**src/rtl/sevenseg_pkg.sv**
```systemverilog
// -----------------------------------------------------------------------------
// sevenseg_pkg
//   Shared constants for the seven-segment scan reader.
//   - SEG_* : active-low segment patterns, written a..g left to right, so that
//             a literal assigned to a logic [0:6] bus lands a in bit 0.
//   - ST_*  : FSM state encodings for the frame assembler.
// -----------------------------------------------------------------------------
package sevenseg_pkg;

  localparam logic [0:6] SEG_BLANK = 7'b111_1111;
  localparam logic [0:6] SEG_0     = 7'b000_0001;
  localparam logic [0:6] SEG_1     = 7'b100_1111;
  localparam logic [0:6] SEG_2     = 7'b001_0010;
  localparam logic [0:6] SEG_3     = 7'b000_0110;
  localparam logic [0:6] SEG_4     = 7'b100_1100;
  localparam logic [0:6] SEG_5     = 7'b010_0100;
  localparam logic [0:6] SEG_6     = 7'b010_0000;
  localparam logic [0:6] SEG_7     = 7'b000_1111;
  localparam logic [0:6] SEG_8     = 7'b000_0000;
  localparam logic [0:6] SEG_9     = 7'b000_0100;
  localparam logic [0:6] SEG_A     = 7'b000_1000;
  localparam logic [0:6] SEG_B     = 7'b110_0000;
  localparam logic [0:6] SEG_C     = 7'b011_0001;
  localparam logic [0:6] SEG_D     = 7'b100_0010;
  localparam logic [0:6] SEG_E     = 7'b011_0000;
  localparam logic [0:6] SEG_F     = 7'b011_1000;

  // Frame assembler states.
  localparam logic [0:0] ST_IDLE   = 1'b0;  // collecting digits
  localparam logic [0:0] ST_COMMIT = 1'b1;  // one-cycle hand-off of a full frame

endpackage

```
**src/rtl/sevenseg_pattern_decode.sv**
```systemverilog
// -----------------------------------------------------------------------------
// sevenseg_pattern_decode
//   Combinational lookup from an active-low segment pattern to a BCD nibble.
//   Optional macro SEVENSEG_READER_HEX_EN adds the hex letters A..F.
// Ports:
//   seg   in  [0:6] segments a..g, active-low (seg[0] = a)
//   hit   out 1     pattern is a known code (digit or blank)
//   blank out 1     pattern is the all-off pattern (code reported as 0)
//   code  out 4     decoded value
// -----------------------------------------------------------------------------
module sevenseg_pattern_decode
  import sevenseg_pkg::*;
(
  input  logic [0:6] seg,
  output logic       hit,
  output logic       blank,
  output logic [3:0] code
);

  always_comb begin
    hit   = 1'b1;
    blank = 1'b0;
    code  = 4'd0;
    case (seg)
      SEG_0:     code = 4'd0;
      SEG_1:     code = 4'd1;
      SEG_2:     code = 4'd2;
      SEG_3:     code = 4'd3;
      SEG_4:     code = 4'd4;
      SEG_5:     code = 4'd5;
      SEG_6:     code = 4'd6;
      SEG_7:     code = 4'd7;
      SEG_8:     code = 4'd8;
      SEG_9:     code = 4'd9;
      SEG_BLANK: blank = 1'b1;
`ifdef SEVENSEG_READER_HEX_EN
      SEG_A:     code = 4'hA;
      SEG_B:     code = 4'hB;
      SEG_C:     code = 4'hC;
      SEG_D:     code = 4'hD;
      SEG_E:     code = 4'hE;
      SEG_F:     code = 4'hF;
`endif
      default:   hit = 1'b0;
    endcase
  end

endmodule

```
**src/rtl/sevenseg_scan_reader.sv**
```systemverilog
// -----------------------------------------------------------------------------
// sevenseg_scan_reader
//   Monitors a multiplexed, active-low seven-segment bus and recovers the BCD
//   value of each digit, assembling NDIG digits into a frame.
//   Optional macro SEVENSEG_READER_HEX_EN: also decode hex letters A..F.
// Parameters:
//   NDIG   number of multiplexed digits (2..8)
//   STABLE consecutive identical samples needed to accept a digit (>=2)
//   CNT_W  stability counter width, must hold STABLE
// Ports:
//   clk          in  1        clock, rising edge
//   reset_n      in  1        asynchronous active-low reset
//   seg          in  [0:6]    segments a..g, active-low
//   an           in  NDIG     digit enables, active-low, one low when valid
//   frame_bcd    out 4*NDIG   digit i in [4i+3:4i]
//   frame_blank  out NDIG     digit i was blank
//   frame_valid  out 1        frame available
//   frame_ready  in  1        consumer ready
//   dec_err      out 1        sticky: an accepted pattern matched no code
//   overrun      out 1        sticky: frame completed while previous still held
//   dbg_state    out 1        current FSM state (ST_IDLE / ST_COMMIT)
//
// Handshake: a frame transfers on a cycle where frame_valid && frame_ready;
// frame_valid falls on the next edge. frame_bcd/frame_blank never change while
// frame_valid is high; a frame completing in that window is dropped (overrun).
// -----------------------------------------------------------------------------
module sevenseg_scan_reader
  import sevenseg_pkg::*;
#(
  parameter int NDIG   = 4,
  parameter int STABLE = 8,
  parameter int CNT_W  = 4
) (
  input  logic              clk,
  input  logic              reset_n,
  input  logic [0:6]        seg,
  input  logic [NDIG-1:0]   an,
  output logic [4*NDIG-1:0] frame_bcd,
  output logic [NDIG-1:0]   frame_blank,
  output logic              frame_valid,
  input  logic              frame_ready,
  output logic              dec_err,
  output logic              overrun,
  output logic [0:0]        dbg_state
);

  localparam logic [CNT_W-1:0] CNT_MAX = CNT_W'(STABLE - 1);
  localparam logic [CNT_W-1:0] CNT_PRE = CNT_W'(STABLE - 2);

  // Input stage and the previous sample for the stability compare.
  logic [NDIG-1:0] an_q,  an_prev_q;
  logic [0:6]      seg_q, seg_prev_q;

  always_ff @(posedge clk or negedge reset_n) begin
    if (!reset_n) begin
      an_q       <= '0;
      seg_q      <= '0;
      an_prev_q  <= '0;
      seg_prev_q <= '0;
    end else begin
      an_q       <= an;
      seg_q      <= seg;
      an_prev_q  <= an_q;
      seg_prev_q <= seg_q;
    end
  end

  // act is the one-hot digit mask of the current sample.
  logic [NDIG-1:0] act;
  logic            sample_ok;
  logic            same;

  assign act       = ~an_q;
  assign sample_ok = (act != '0) && ((act & (act - 1'b1)) == '0);
  assign same      = (an_q == an_prev_q) && (seg_q == seg_prev_q);

  // Stability counter: saturates at STABLE-1 so accept fires exactly once.
  logic [CNT_W-1:0] cnt_q;
  logic             accept;

  assign accept = sample_ok && same && (cnt_q == CNT_PRE);

  always_ff @(posedge clk or negedge reset_n) begin
    if (!reset_n) begin
      cnt_q <= '0;
    end else if (!sample_ok || !same) begin
      cnt_q <= '0;
    end else if (cnt_q != CNT_MAX) begin
      cnt_q <= cnt_q + 1'b1;
    end
  end

  logic       dec_hit;
  logic       dec_blank;
  logic [3:0] dec_code;

  sevenseg_pattern_decode u_decode (
    .seg   (seg_q),
    .hit   (dec_hit),
    .blank (dec_blank),
    .code  (dec_code)
  );

  // Digits written into the shadow frame this cycle (one-hot or zero).
  logic [NDIG-1:0] seen_set;
  assign seen_set = (accept && dec_hit) ? act : '0;

  logic [4*NDIG-1:0] shadow_bcd_q;
  logic [NDIG-1:0]   shadow_blank_q;
  logic [NDIG-1:0]   seen_q;
  logic [0:0]        state_q;

  always_ff @(posedge clk or negedge reset_n) begin
    if (!reset_n) begin
      shadow_bcd_q   <= '0;
      shadow_blank_q <= '0;
    end else begin
      for (int i = 0; i < NDIG; i++) begin
        if (seen_set[i]) begin
          shadow_bcd_q[4*i +: 4] <= dec_code;
          shadow_blank_q[i]      <= dec_blank;
        end
      end
    end
  end

  // An accept landing in the COMMIT cycle belongs to the next frame, so it
  // survives the clear.
  always_ff @(posedge clk or negedge reset_n) begin
    if (!reset_n) begin
      seen_q <= '0;
    end else if (state_q == ST_COMMIT) begin
      seen_q <= seen_set;
    end else begin
      seen_q <= seen_q | seen_set;
    end
  end

  always_ff @(posedge clk or negedge reset_n) begin
    if (!reset_n) begin
      state_q <= ST_IDLE;
    end else begin
      case (state_q)
        ST_IDLE:   if (&seen_q) state_q <= ST_COMMIT;
        ST_COMMIT: state_q <= ST_IDLE;
        default:   state_q <= ST_IDLE;
      endcase
    end
  end

  always_ff @(posedge clk or negedge reset_n) begin
    if (!reset_n) begin
      frame_bcd   <= '0;
      frame_blank <= '0;
      frame_valid <= 1'b0;
      overrun     <= 1'b0;
    end else begin
      if (frame_valid && frame_ready) begin
        frame_valid <= 1'b0;
      end
      if (state_q == ST_COMMIT) begin
        if (!frame_valid) begin
          frame_bcd   <= shadow_bcd_q;
          frame_blank <= shadow_blank_q;
          frame_valid <= 1'b1;
        end else begin
          overrun <= 1'b1;
        end
      end
    end
  end

  always_ff @(posedge clk or negedge reset_n) begin
    if (!reset_n) begin
      dec_err <= 1'b0;
    end else if (accept && !dec_hit) begin
      dec_err <= 1'b1;
    end
  end

  assign dbg_state = state_q;

endmodule

```
**config.mk**
```make
export PLATFORM = sky130hd
export DESIGN_NAME = sevenseg_scan_reader
export DESIGN_NICKNAME = d
export VERILOG_FILES = /design/src/rtl/sevenseg_pkg.sv /design/src/rtl/sevenseg_pattern_decode.sv /design/src/rtl/sevenseg_scan_reader.sv
export SDC_FILE = /design/constraint.sdc
export NUM_CORES = 1
export LEC_CHECK = 0
export ABC_AREA = 1
export ABC_CLOCK_PERIOD_IN_PS = 1560
export CAP_MARGIN = 20
export CELL_PAD_IN_SITES_DETAIL_PLACEMENT = 1
export CELL_PAD_IN_SITES_GLOBAL_PLACEMENT = 2
export CORE_ASPECT_RATIO = 0.8
export CORE_MARGIN = 3
export CORE_UTILIZATION = 31
export CTS_BUF_LIST = sky130_fd_sc_hd__clkbuf_8 sky130_fd_sc_hd__clkbuf_16
export DETAILED_ROUTE_END_ITERATION = 10
export PLACE_DENSITY_LB_ADDON = 0.1
export SLEW_MARGIN = 20
export SYNTH_ARGS = -nofsm -noshare
export SYNTH_HDL_FRONTEND = slang
export SYNTH_SLANG_ARGS = --single-unit
export TNS_END_PERCENT = 50
```
**constraint.sdc**
```tcl
create_clock -name clk -period 1.56 [get_ports clk]
set_clock_uncertainty 0.05 [all_clocks]
set_input_delay 0.312 -clock clk [delete_from_list [all_inputs] [get_ports clk]]
set_output_delay 0.312 -clock clk [all_outputs]
set_load 0.005 [all_outputs]
```
# After elaboration in Yosys (flattened, before gate mapping)
# Index checks and enable logic that the tools add are counted.
[word_totals] reg_bits=74 in_bits=14
[op_classes] n_addsub=2 n_eq_ne=14 n_mux=12 bitwise=5 reduce_logical=19
[ops] op="4-bit one-hot mux with 9 select lines" count=1
[ops] op="7-bit == test, second input constant" count=3
[ops] op="4-bit two-way mux" count=4
[ops] op="7-bit by 3-bit == test with 1-bit output, second input constant" count=2
[ops] op="7-bit by 6-bit == test with 1-bit output, second input constant" count=2
[ops] op="11-bit OR reduction" count=1
[ops] op="7-bit by 1-bit == test with 1-bit output, second input constant" count=1
[ops] op="7-bit by 4-bit == test with 1-bit output, second input constant" count=1
[ops] op="7-bit by 5-bit == test with 1-bit output, second input constant" count=1
[ops] op="7-bit == test" count=1
[ops] op="1-bit logical AND" count=7
[ops] op="7-bit logical NOT" count=1
[ops] op="1-bit two-way mux" count=6
[ops] op="4-bit by 1-bit adder with 4-bit output, second input constant" count=1
[ops] op="4-bit bitwise AND" count=1
[ops] op="4-bit by 3-bit == test with 1-bit output, second input constant" count=1
[ops] op="4-bit == test" count=1
[ops] op="4-bit logical NOT" count=1
[ops] op="4-bit by 3-bit != test with 1-bit output, second input constant" count=1
[ops] op="4-bit NOT" count=1
[ops] op="4-bit OR" count=1
[ops] op="2-bit AND reduction" count=2
[ops] op="4-bit AND reduction" count=1
[ops] op="4-bit nonzero test" count=1
[ops] op="other kinds (6)" count=9

# Logic depth before layout (Yosys ltp)
# Gate-level depths: netlist (run 1).
[logic_depth] depth_word=11 ltp_mapped=11 mapped_depth_nobuf=11

# Cells and area by module
# A second synthesis (run 1) with hierarchy kept.
[unflattened] hier_cells=348 hier_area_um2=3325.7
[modules_own_cells] mod="sevenseg_scan_reader" instances=1 cells_each=293 area_each_um2=3070.4 seq_area_each_um2=1851.8
[modules_own_cells] mod="sevenseg_pattern_decode" instances=1 cells_each=55 area_each_um2=255.2 seq_area_each_um2=0.0

# Least setup slack after synthesis (run 1)
# Ideal clock, no wire load.
[synth_path] kind="register to register" startpoint="reg seg_q[0] (netlist name)" endpoint="reg shadow_bcd_q[4]" setup_time_ns=0.117 t_arrival_ns=1.345 required_ns=1.393 slack_ns=0.048 stages_incl_launch_ff=9 path_buffers=0 period_less_slack_ns=1.512 cell_sequence="dfrtp_1 > nor2_1 > nand2_2 > nor3_2 > nor2_1 > nand3_2 > nand3_2 > nand2_1 > nand2_1"
[synth_via] elab_chain_len=6
[synth_lines] item="from (decl)" line="sevenseg_scan_reader.sv:52" text="logic [0:6] seg_q, seg_prev_q;"
[synth_lines] item="from (signal assigned)" line="sevenseg_scan_reader.sv:62" text="seg_q <= seg;"
[synth_lines] item="parallel branches: the longest is 6 deep, another holds 11-bit OR reduction"
[synth_lines] item="to (signal, indexed assignment)" line="sevenseg_scan_reader.sv:120" text="shadow_bcd_q[4*i +: 4] <= dec_code;"
[synth_lines] item="to (decl)" line="sevenseg_scan_reader.sv:108" text="logic [4*NDIG-1:0] shadow_bcd_q;"
# Several ways; the timed one is not identified.
# A chain may end at the register's enable or synchronous reset.

# Worst setup path in the final report (run 1)
[layout_path] startpoint="reg seg_q[6] (netlist name)" endpoint="reg shadow_bcd_q[15]"
# Same word-level chain as after synthesis.

==> out/metrics.cfg, run 1 <==
[sta]
rsz0062_at_grt = true
timing.final.crit_period_ns = 1.75
timing.final.max_slew_violations = 0
tightest_slew_ns = 0.401
fin_ws_ns = -0.187
totalNegativeSetupSlack_ns = -3.42
hold_ws_ns = 0.361
max-slew-margin-rel_pct = 73.3
period_share_pct = 112
hold_viol = 0
setup_viol = 25
fmax_ghz = 0.573

[power]
p_int_mw = 3.52
p_sw_mw = 0.960
power_frac_clock_pct = 49.9
p_per_area_mw_per_mm2 = 991
p_total_mw = 4.47
pwr-share-comb_pct = 5.7
peakVddDrop_mv = 0.791
swShare_pct = 21.4
pwr-share-seq_pct = 44.4
leakagePower_nw = 2.59

[finish]
area_growth_pct = 44.6
regArea_mm2 = 0.00186
fillers = 1112
final_cell_mix = nand2_1, dfrtp_1, buf_4
finalInstanceArea_mm2 = 0.00452
finish.utilization_pct = 46.4
stdcell_count = 548
drive_gt1_share_pct = 35.0
mostFrequentLayoutCell = nand2_1
insertedDiodeCount = 0
multi_input_area_mm2 = 0.00123
fin_nets = 423

[clock_tree]
numCtsBuffers = 9
clock_path_buffers = 2
clkSlewWorstSetupHoldPaths_ns = 0.06
cts_htree_levels = 3
cts-root-buf = clkbuf_16
clock-sinks = 74
tritoncts = done
insertion_delay_ns = 0.33

[routing]
routed_wl_um = 7350
vias_per_cell = 4.40
drt.antenna.violating_nets = 0
route.detailed.drc = 0
first_pass_iters = 4
drtIter0Drc = 75
vias = 2413
wl_per_cell_um = 13.4

[placement]
post_dp_cell_area_mm2 = 0.00386
gp_congestion = 0.744
port-buffer-count = 37
dpl.cell_count = 512
pre_cts_slack_ns = -0.346
hpwl_um = 5040

[synthesis]
seq_area_frac_synth_pct = 59.3
ys_types = 25
synth-seq-cells = 74
synth_compound_area_share_pct = 1.84
yosysWarnings = 0
synth_simple_gate_area_share_pct = 24.1
synth_top_family_by_area = simple AND/OR/NAND/NOR gates
syn_area_mm2 = 0.00312
syn_area_per_cell_um2 = 9.91
synthXorXnorAreaFrac_pct = 0.841
synth_nets = 331
synthMuxAreaShare_pct = 7.21
netlist_instances = 315
synthAdderAreaFrac_pct = 0.801

[global_route]
antenna_found_initial = 0
grt_pass1_vias = 2442
grt_first_pass_wirelength_um = 12200
grt_overflow_total = 0
track_usage_pct = 14.0
grt_start_max_net_pins = 75

[floorplanning]
die-area_mm2 = 0.0113
num_rows = 32
die_w_um = 118
core-area_mm2 = 0.00973
start_util_pct = 32.1
dieHeight_um = 95.8
ios = 38

[min_path]
hold-path-cell-count = 1
worstHoldPathType = in2reg

[setup_path]
cp_max_fo = 8
critPathKind = reg2reg
r2r.worst_path.cells = 10
arrival_ns = 1.92
end_kind = flip-flop
start_kind = flip-flop
worstPathRequired_ns = 1.73

[status]
violations = negative setup slack
outcome = finished, violations left

[job]
maxCapViolCount = 0

[worst paths after layout]
path	startpoint	to	slack (ns)
min	seg[3]	seg_q[3]	0.36
max in group asynchronous	reset_n	dbg_state	0.63
min in group asynchronous	reset_n	frame_bcd[4]	0.49
min reg2reg	an_q[2]	an_prev_q[2]	0.40
max reg2reg	seg_q[6]	shadow_bcd_q[15]	-0.19
max	seg_q[6]	shadow_bcd_q[15]	-0.19
[flip-flops by register name, indices dropped and copies added, names as in the netlist]
signal,cells
overrun,1
an_q,4
shadow_bcd_q,16
frame_bcd,16
shadow_blank_q,4
dec_err,1
seen_q,4
seg_prev_q,7
dbg_state,1
frame_valid,1
seg_q,7
an_prev_q,4
cnt_q,4
frame_blank,4
[routing by layer]
metal | routed length (um) | up-vias | track usage, %
li1 | - | 1200 | -
met5 | 0 | - | 0
met3 | 260 | 7 | 4.29
met1 | 3630 | 1174 | 19.2
met2 | 3360 | 32 | 21.0
met4 | 92 | 0 | 4.98
[worst max-delay path, stage by stage, from the launching register on]
cell,delay [ns]
dfrtp_1,0.40
buf_4,0.15
buf_4,0.13
nand3_1,0.08
nor2_1,0.05
nor2_1,0.19
nand3_2,0.12
buf_12,0.16
buf_4,0.15
nand4_1,0.10
nand2_1,0.07
[Yosys cell counts]
library cell  count  share of area [%]
nor4_1            1               0.20
nand2_2           3               0.60
inv_1            32                3.8
xnor2_1           2               0.56
inv_2             3               0.36
nand3_1           7                1.1
nor2_8            1               0.64
buf_6             4                1.4
a21oi_1           3               0.48
o21bai_1          1               0.24
nand3_2           5                1.6
dfrtp_1          74                 59
nand2_1          99                 12
nor2_1           23                2.8
nor2_2            1               0.20
nand4_1          21                4.2
xor2_1            1               0.28
nor3_1            2               0.32
nand3b_1          1               0.24
mux2_2           20                7.2
o21ai_0           4               0.64
ha_1              2               0.80
clkbuf_1          2               0.24
a211oi_1          2               0.48
nor3_2            1               0.32
[power by group through the flow]
| stage | logic, mW | clock network [mW] | registers, mW |
|---|---|---|---|
| floorplan | 0.0874 | 0 | 2.01 |
| global placement | 0.214 | 0 | 2.01 |
| detailed placement | 0.217 | 0 | 2.01 |
| CTS | 0.245 | 2.32 | 1.98 |
| global route | 0.293 | 2.41 | 1.99 |
| finish | 0.257 | 2.23 | 1.98 |
[timing repair]
| item | CTS | global route |
|---|---|---|
| endpoints found under the setup margin | 34 | 44 |
| endpoints found under the hold margin | 74 | 0 |
| hold buffers | 1 | 0 |
| pin swaps | 15 | 16 |
| cloned | 1 | 0 |
| gates resized for setup | 34 | 44 |
| buffers inserted | 12 | 6 |
[cell families after synthesis]
| group | count (synthesis) |
|---|---|
| simple gates | 165 |
| flops | 74 |
| buf+inv | 41 |
| mux | 20 |
| compound gates | 10 |
| xor+xnor | 3 |
| fa+ha+maj | 2 |
[cell type report]
cell class | instances | share of cell area, %
timing repair buffer | 86 | 17.6
sequential | 74 | 41.2
clock inverter | 6 | 1.99
inverter | 35 | 2.96
clock buffer | 10 | 5.29
tap | 136 | 3.77
multi-input combinational | 201 | 27.1
(Power assumes the default switching activity.)
==> inputs of run 2 (changes only) <==
Settings changed: CORE_MARGIN 3 to 10, CTS_BUF_LIST sky130_fd_sc_hd__clkbuf_8 sky130_fd_sc_hd__clkbuf_16 to sky130_fd_sc_hd__clkbuf_16, PLACE_DENSITY set to 0.81, PLACE_DENSITY_LB_ADDON 0.1 to unset.
==> out/metrics.cfg, run 2 (same netlist as run 1, synthesis figures left out) <==
[status]
outcome = finished, violations left
violations = negative setup slack

[global_route]
grt_start_max_net_pins = 75  ; unchanged
grt_pass1_vias = 2659  ; +8.9%
track_usage_pct = 11.3  ; -2.7 points
grt_first_pass_wirelength_um = 13200  ; +8.2%
grt_overflow_total = 0  ; unchanged
antenna_found_initial = 0  ; unchanged

[finish]
fin_nets = 417  ; -1.4%
mostFrequentLayoutCell = nand2_1
final_cell_mix = nand2_1, dfrtp_1, buf_4
insertedDiodeCount = 0  ; unchanged
drive_gt1_share_pct = 30.9  ; -4.1 points
top_regs = frame_bcd: 16 flops, shadow_bcd_q: 16 flops
area_growth_pct = 41.4

[setup_path]
end_kind = flip-flop
cpLargestDelayFamily = simple AND/OR/NAND/NOR gates
arrival_ns = 1.94  ; +0.02 ns
r2r.worst_path.cells = 12  ; +2
start_kind = flip-flop
cp_slowest_stage_delay_ns = 0.44  ; +0.04 ns
worstReg2RegEnd = shadow_bcd_q[1]
worst-path-buf-inv = 4  ; unchanged
critPathKind = reg2reg
r2r-start = seg_q[3]
cp_max_fo = 13  ; +5
regToRegSetupSlack_ns = -0.21  ; -0.02 ns
cp.depth = 12  ; +2
crit_chain = inv_2 > buf_4 > nand2_1 > nor2_2 > nand2_1 > nand2_2 > nor2_4 > nand3_2 > buf_12 > buf_4 > nand4_1 > nand2_1
critPathSlowestCell = dfrtp_2
worstPathRequired_ns = 1.73  ; about the same
cpMostUsedCell = nand2_1

[routing]
route.detailed.drc = 0  ; unchanged
dr_wl_met2_um = 3760  ; +12%
first_pass_iters = 4  ; unchanged
wl_met3_um = 394  ; +52%
drtIter0Drc = 87  ; +16%
vias = 2423  ; +0.41%
routed_wl_um = 7870  ; +7.1%
drt.antenna.violating_nets = 0  ; unchanged
topRoutingLayerUsed = met4
wl_per_cell_um = 14.5  ; +8.5%
wl_met1_um = 3630  ; unchanged
vias_per_cell = 4.48  ; +1.7%

[power]
p_per_area_mw_per_mm2 = 1030  ; +4.1%
pwr-share-comb_pct = 5.4  ; -0.3 points
power_frac_clock_pct = 51.0  ; +1.1 points
p_total_mw = 4.55  ; +1.8%
p_int_mw = 3.61  ; +2.6%
pwr-share-seq_pct = 43.6  ; -0.8 points
p_sw_mw = 0.947  ; -1.3%
peakVddDrop_mv = 0.592  ; -25%
leakagePower_nw = 2.46  ; -5.2%
swShare_pct = 20.8  ; -0.65 points

[clock_tree]
cts_htree_levels = 3  ; unchanged
clock_path_buffers = 2  ; unchanged
cts-root-buf = clkbuf_16
clkSlewWorstSetupHoldPaths_ns = 0.06  ; about the same
clock-sinks = 74  ; unchanged
insertion_delay_ns = 0.34  ; about the same
numCtsBuffers = 9  ; unchanged
tritoncts = done

[sta]
setup_viol = 25  ; unchanged
timing.final.max_slew_violations = 0  ; unchanged
fin_ws_ns = -0.210  ; -0.0229 ns
rsz0062_at_grt = true
tightest_slew_ns = 0.406  ; +0.00518 ns
timing.final.crit_period_ns = 1.77  ; +0.0229 ns
max-slew-margin-rel_pct = 72.9  ; -0.35 points
fmax_ghz = 0.565  ; -1.3%
period_share_pct = 113  ; +1.5 points
totalNegativeSetupSlack_ns = -3.72  ; -0.299 ns
hold_viol = 0  ; unchanged

[job]
maxCapViolCount = 0  ; unchanged

[min_path]
holdPathEnd = seg_q[0]
timing.hold.worst.start = seg[0]
hold-path-cell-count = 1  ; unchanged
worstHoldPathType = in2reg

[floorplanning]
num_rows = 32  ; unchanged
die_w_um = 132  ; +12%
core-area_mm2 = 0.00973  ; unchanged
ios = 38  ; unchanged
start_util_pct = 32.1  ; unchanged
dieHeight_um = 110  ; +15%
die-area_mm2 = 0.0145  ; +28%

[placement]
gp_congestion = 0.777  ; +4.5%
hpwl_um = 5390  ; +6.9%
port-buffer-count = 37  ; unchanged

-- run 2: how the worst max path moves through the flow --
stage / startpoint / endpoint / slack, ns
global route: seg_q[6] / shadow_bcd_q[1] / -0.34
floorplan: seg_q[0] / shadow_bcd_q[4] / 0.05
finish: seg_q[3] / shadow_bcd_q[1] / -0.21
detailed placement: seg_q[6] / shadow_bcd_q[5] / -0.33
CTS: an_q[1] / shadow_bcd_q[4] / -0.22
global placement: seg_q[6] / shadow_bcd_q[4] / -0.28
-- run 2: cell type report --
class / count / area (um2)
inverter: 35 / 131
sequential: 74 / 1860
clock buffer: 9 / 225
tap: 136 / 170
clock inverter: 6 / 108
timing repair buffer: 80 / 714
multi-input combinational: 201 / 1210
fill: 1072 / 5310
-- run 2: layer usage --
layer  vias up  track usage, %
met5         -               0
met4         0            2.59
met3         8            4.74
met2        47            18.6
met1      1181            13.6
li1       1187               -
-- run 2: timing repair --
item,in CTS,in global routing
setup endpoints to repair,45,35
gates resized for setup,44,22
pin swaps,12,9
endpoints found under the hold margin,74,0
hold buffers,1,0
buffers inserted,9,4
gates cloned,1,0
-- run 2: per-stage QoR --
stage / utilization (%) / worst slack (ns) / cells / area (um2) / hold WS [ns]
2_1_floorplan: - / 0.0478 / 315 / 3120 / -0.0336
3_3_place_gp: 39.6 / -0.280 / 511 / 3850 / 0.307
5_1_grt: 45.4 / -0.344 / 541 / 4420 / 0.345
3_5_place_dp: 39.6 / -0.329 / 511 / 3850 / 0.316
6_report: 45.4 / -0.210 / 541 / 4420 / 0.362
4_1_cts: 44.4 / -0.223 / 537 / 4320 / 0.353
-- run 2: worst register-to-register path: cells and delay by family, from the launching register on --
family,cells,cell delay [ns]
and+or+nand+nor,8,0.66
DFF,1,0.44
buffers and inverters,4,0.51
-- run 2: power groups by stage --
stage                     sequential, mW  clock (mW)  combinational, mW
final                               1.98        2.32              0.247
after global routing                1.99        2.48              0.278
after CTS                           1.98        2.38              0.238
after detailed placement            2.01           0              0.212
after global placement              2.01           0              0.208
after floorplan                     2.01           0             0.0874
==> inputs of run 3 (changes only) <==
Settings changed: CORE_MARGIN 10 to unset.
==> out/metrics.cfg, run 3 (same netlist as run 1, synthesis figures left out) <==
[global_route]
antenna_found_initial = 0  ; unchanged
grt_first_pass_wirelength_um = 13000  ; -1.4%
track_usage_pct = 16.3  ; +5.0 points
grt_pass1_vias = 2702  ; +1.6%
grt_overflow_total = 0  ; unchanged
grt_start_max_net_pins = 35  ; -53%

[sta]
totalNegativeSetupSlack_ns = -4.30  ; -0.579 ns
period_share_pct = 114  ; +0.15 points
timing.final.crit_period_ns = 1.77  ; +0.00231 ns
tightest_slew_ns = 0.474  ; +0.0676 ns
hold_viol = 0  ; unchanged
timing.final.max_slew_violations = 0  ; unchanged
rsz0062_at_grt = true
setup_viol = 29  ; +16%
fmax_ghz = 0.564  ; -0.13%
max-slew-margin-rel_pct = 68.4  ; -4.5 points
fin_ws_ns = -0.212  ; -0.00231 ns

[power]
p_sw_mw = 0.976  ; +3.1%
p_int_mw = 3.46  ; -4.1%
pwr-share-seq_pct = 44.7  ; +1.1 points
leakagePower_nw = 2.62  ; +6.7%
swShare_pct = 22.0  ; +1.2 points
p_per_area_mw_per_mm2 = 975  ; -5.5%
power_frac_clock_pct = 49.5  ; -1.5 points
peakVddDrop_mv = 0.654  ; +10%
pwr-share-comb_pct = 5.8  ; +0.4 points

[finish]
fin_nets = 417  ; unchanged
final_cell_mix = nand2_1, dfrtp_1, buf_4
top_regs = frame_bcd: 16 flops, shadow_bcd_q: 16 flops
drive_gt1_share_pct = 33.5  ; +2.6 points
area_growth_pct = 45.6
fillers = 1083  ; +1.0%
insertedDiodeCount = 0  ; unchanged
mostFrequentLayoutCell = nand2_1

[min_path]
hold-path-cell-count = 1  ; unchanged
worstHoldPathType = in2reg

[setup_path]
arrival_ns = 1.95  ; about the same
start_kind = flip-flop
r2r.worst_path.cells = 9  ; -3
cp_max_fo = 6  ; -7
worstPathRequired_ns = 1.74  ; about the same
end_kind = flip-flop
critPathKind = reg2reg

[floorplanning]
start_util_pct = 32.1  ; unchanged
num_rows = 32  ; unchanged
ios = 38  ; unchanged
core-area_mm2 = 0.00973  ; unchanged
die-area_mm2 = 0.0105  ; -28%
dieHeight_um = 91.8  ; -16%
die_w_um = 114  ; -14%

[clock_tree]
cts_htree_levels = 3  ; unchanged
clkSlewWorstSetupHoldPaths_ns = 0.06  ; about the same
cts-root-buf = clkbuf_16
clock-sinks = 74  ; unchanged
clock_path_buffers = 2  ; unchanged
tritoncts = done
insertion_delay_ns = 0.34  ; about the same
numCtsBuffers = 9  ; unchanged

[placement]
hpwl_um = 5140  ; -4.7%
pre_cts_slack_ns = -0.318  ; +0.0108 ns
gp_congestion = 0.754  ; -3.0%
port-buffer-count = 37  ; unchanged

[status]
outcome = finished, violations left
violations = negative setup slack

[routing]
first_pass_iters = 4  ; unchanged
vias_per_cell = 4.59  ; +2.4%
vias = 2486  ; +2.6%
route.detailed.drc = 0  ; unchanged
drt.antenna.violating_nets = 0  ; unchanged
wl_per_cell_um = 14.2  ; -2.6%
drtIter0Drc = 67  ; -23%
routed_wl_um = 7680  ; -2.4%

[job]
maxCapViolCount = 0  ; unchanged

==> run 3: cell types whose count changed in the layout (fill, tap and decap cells not counted), moves of 2 or more <==
| cell | previous run | this run |
|---|---|---|
| dlymetal6s2s_1 | 6 | 18 |
| buf_4 | 40 | 29 |
| nand3_4 | 4 | 6 |
| nand2_1 | 93 | 85 |
| buf_6 | 1 | 8 |
| dlygate4sd2_1 | 18 | 6 |
| nor2_4 | 2 | 6 |
| nand2_2 | 8 | 16 |
==> run 3: worst max-delay path, stage by stage, from the launching register on <==
cell     delay [ns]
dfrtp_2        0.44
nor2_1         0.18
nand3_1        0.15
a21oi_2        0.24
nor2_4         0.10
nand3_4        0.15
buf_12         0.12
nand3_4        0.09
nand2_1        0.09
nand2_1        0.05
==> run 3: final timing paths <==
path / from / to / slack (ns)
max reg2reg: seg_q[0] / shadow_bcd_q[2] / -0.21
min reg2reg: seg_q[5] / seg_prev_q[5] / 0.40
max: seg_q[0] / shadow_bcd_q[2] / -0.21
min: seg[4] / seg_q[4] / 0.36
max in group asynchronous: reset_n / dbg_state / 0.47
min in group asynchronous: reset_n / frame_bcd[6] / 0.44
==> run 3: layout make-up <==
class                      instances  area, um2  area share, %
clock inverter                     7       93.8           2.06
clock buffer                       9        225           4.95
inverter                          35        134           2.94
tap                              136        170           3.74
timing repair buffer              77        776           17.1
sequential                        74       1860           40.9
multi-input combinational        204       1290           28.3
==> run 3: timing repair <==
action                                  4_1_cts  5_1_grt
cloned                                        4        0
endpoints found under the hold margin        32        0
gates resized for setup                      41       49
endpoints found under the setup margin       33       47
buffers inserted                              7        4
hold buffers                                  1        0
pin swaps                                    17       21
==> run 3: power by group through the flow <==
stage	logic (mW)	clock network, mW	registers (mW)
6_report	0.258	2.19	1.98
2_1_floorplan	0.0874	0	2.01
4_1_cts	0.243	2.24	1.98
3_5_place_dp	0.212	0	2.01
5_1_grt	0.286	2.33	1.99
3_3_place_gp	0.208	0	2.01
==> run 3: routing by layer <==
metal | share of wire [%] | wire length [um] | GRT usage (%) | vias to the layer above
met5 | 0 | 0 | 0 | -
met4 | 1.9 | 146 | 6.06 | 0
met3 | 3.7 | 283 | 5.16 | 14
met2 | 49 | 3760 | 27.1 | 45
met1 | 45 | 3490 | 19.8 | 1234
li1 | - | - | - | 1193
==> run 3: per-stage QoR <==
step	power (mW)	hold WS [ns]	area [um2]	instances	utilization (%)
finish	4.43	0.360	4550	542	46.7
global route	4.60	0.349	4550	542	46.7
CTS	4.47	0.352	4390	538	45.2
detailed placement	2.23	0.251	3830	510	39.4
global placement	2.22	0.245	3830	510	39.4
floorplan	2.09	-0.0336	3120	315	-
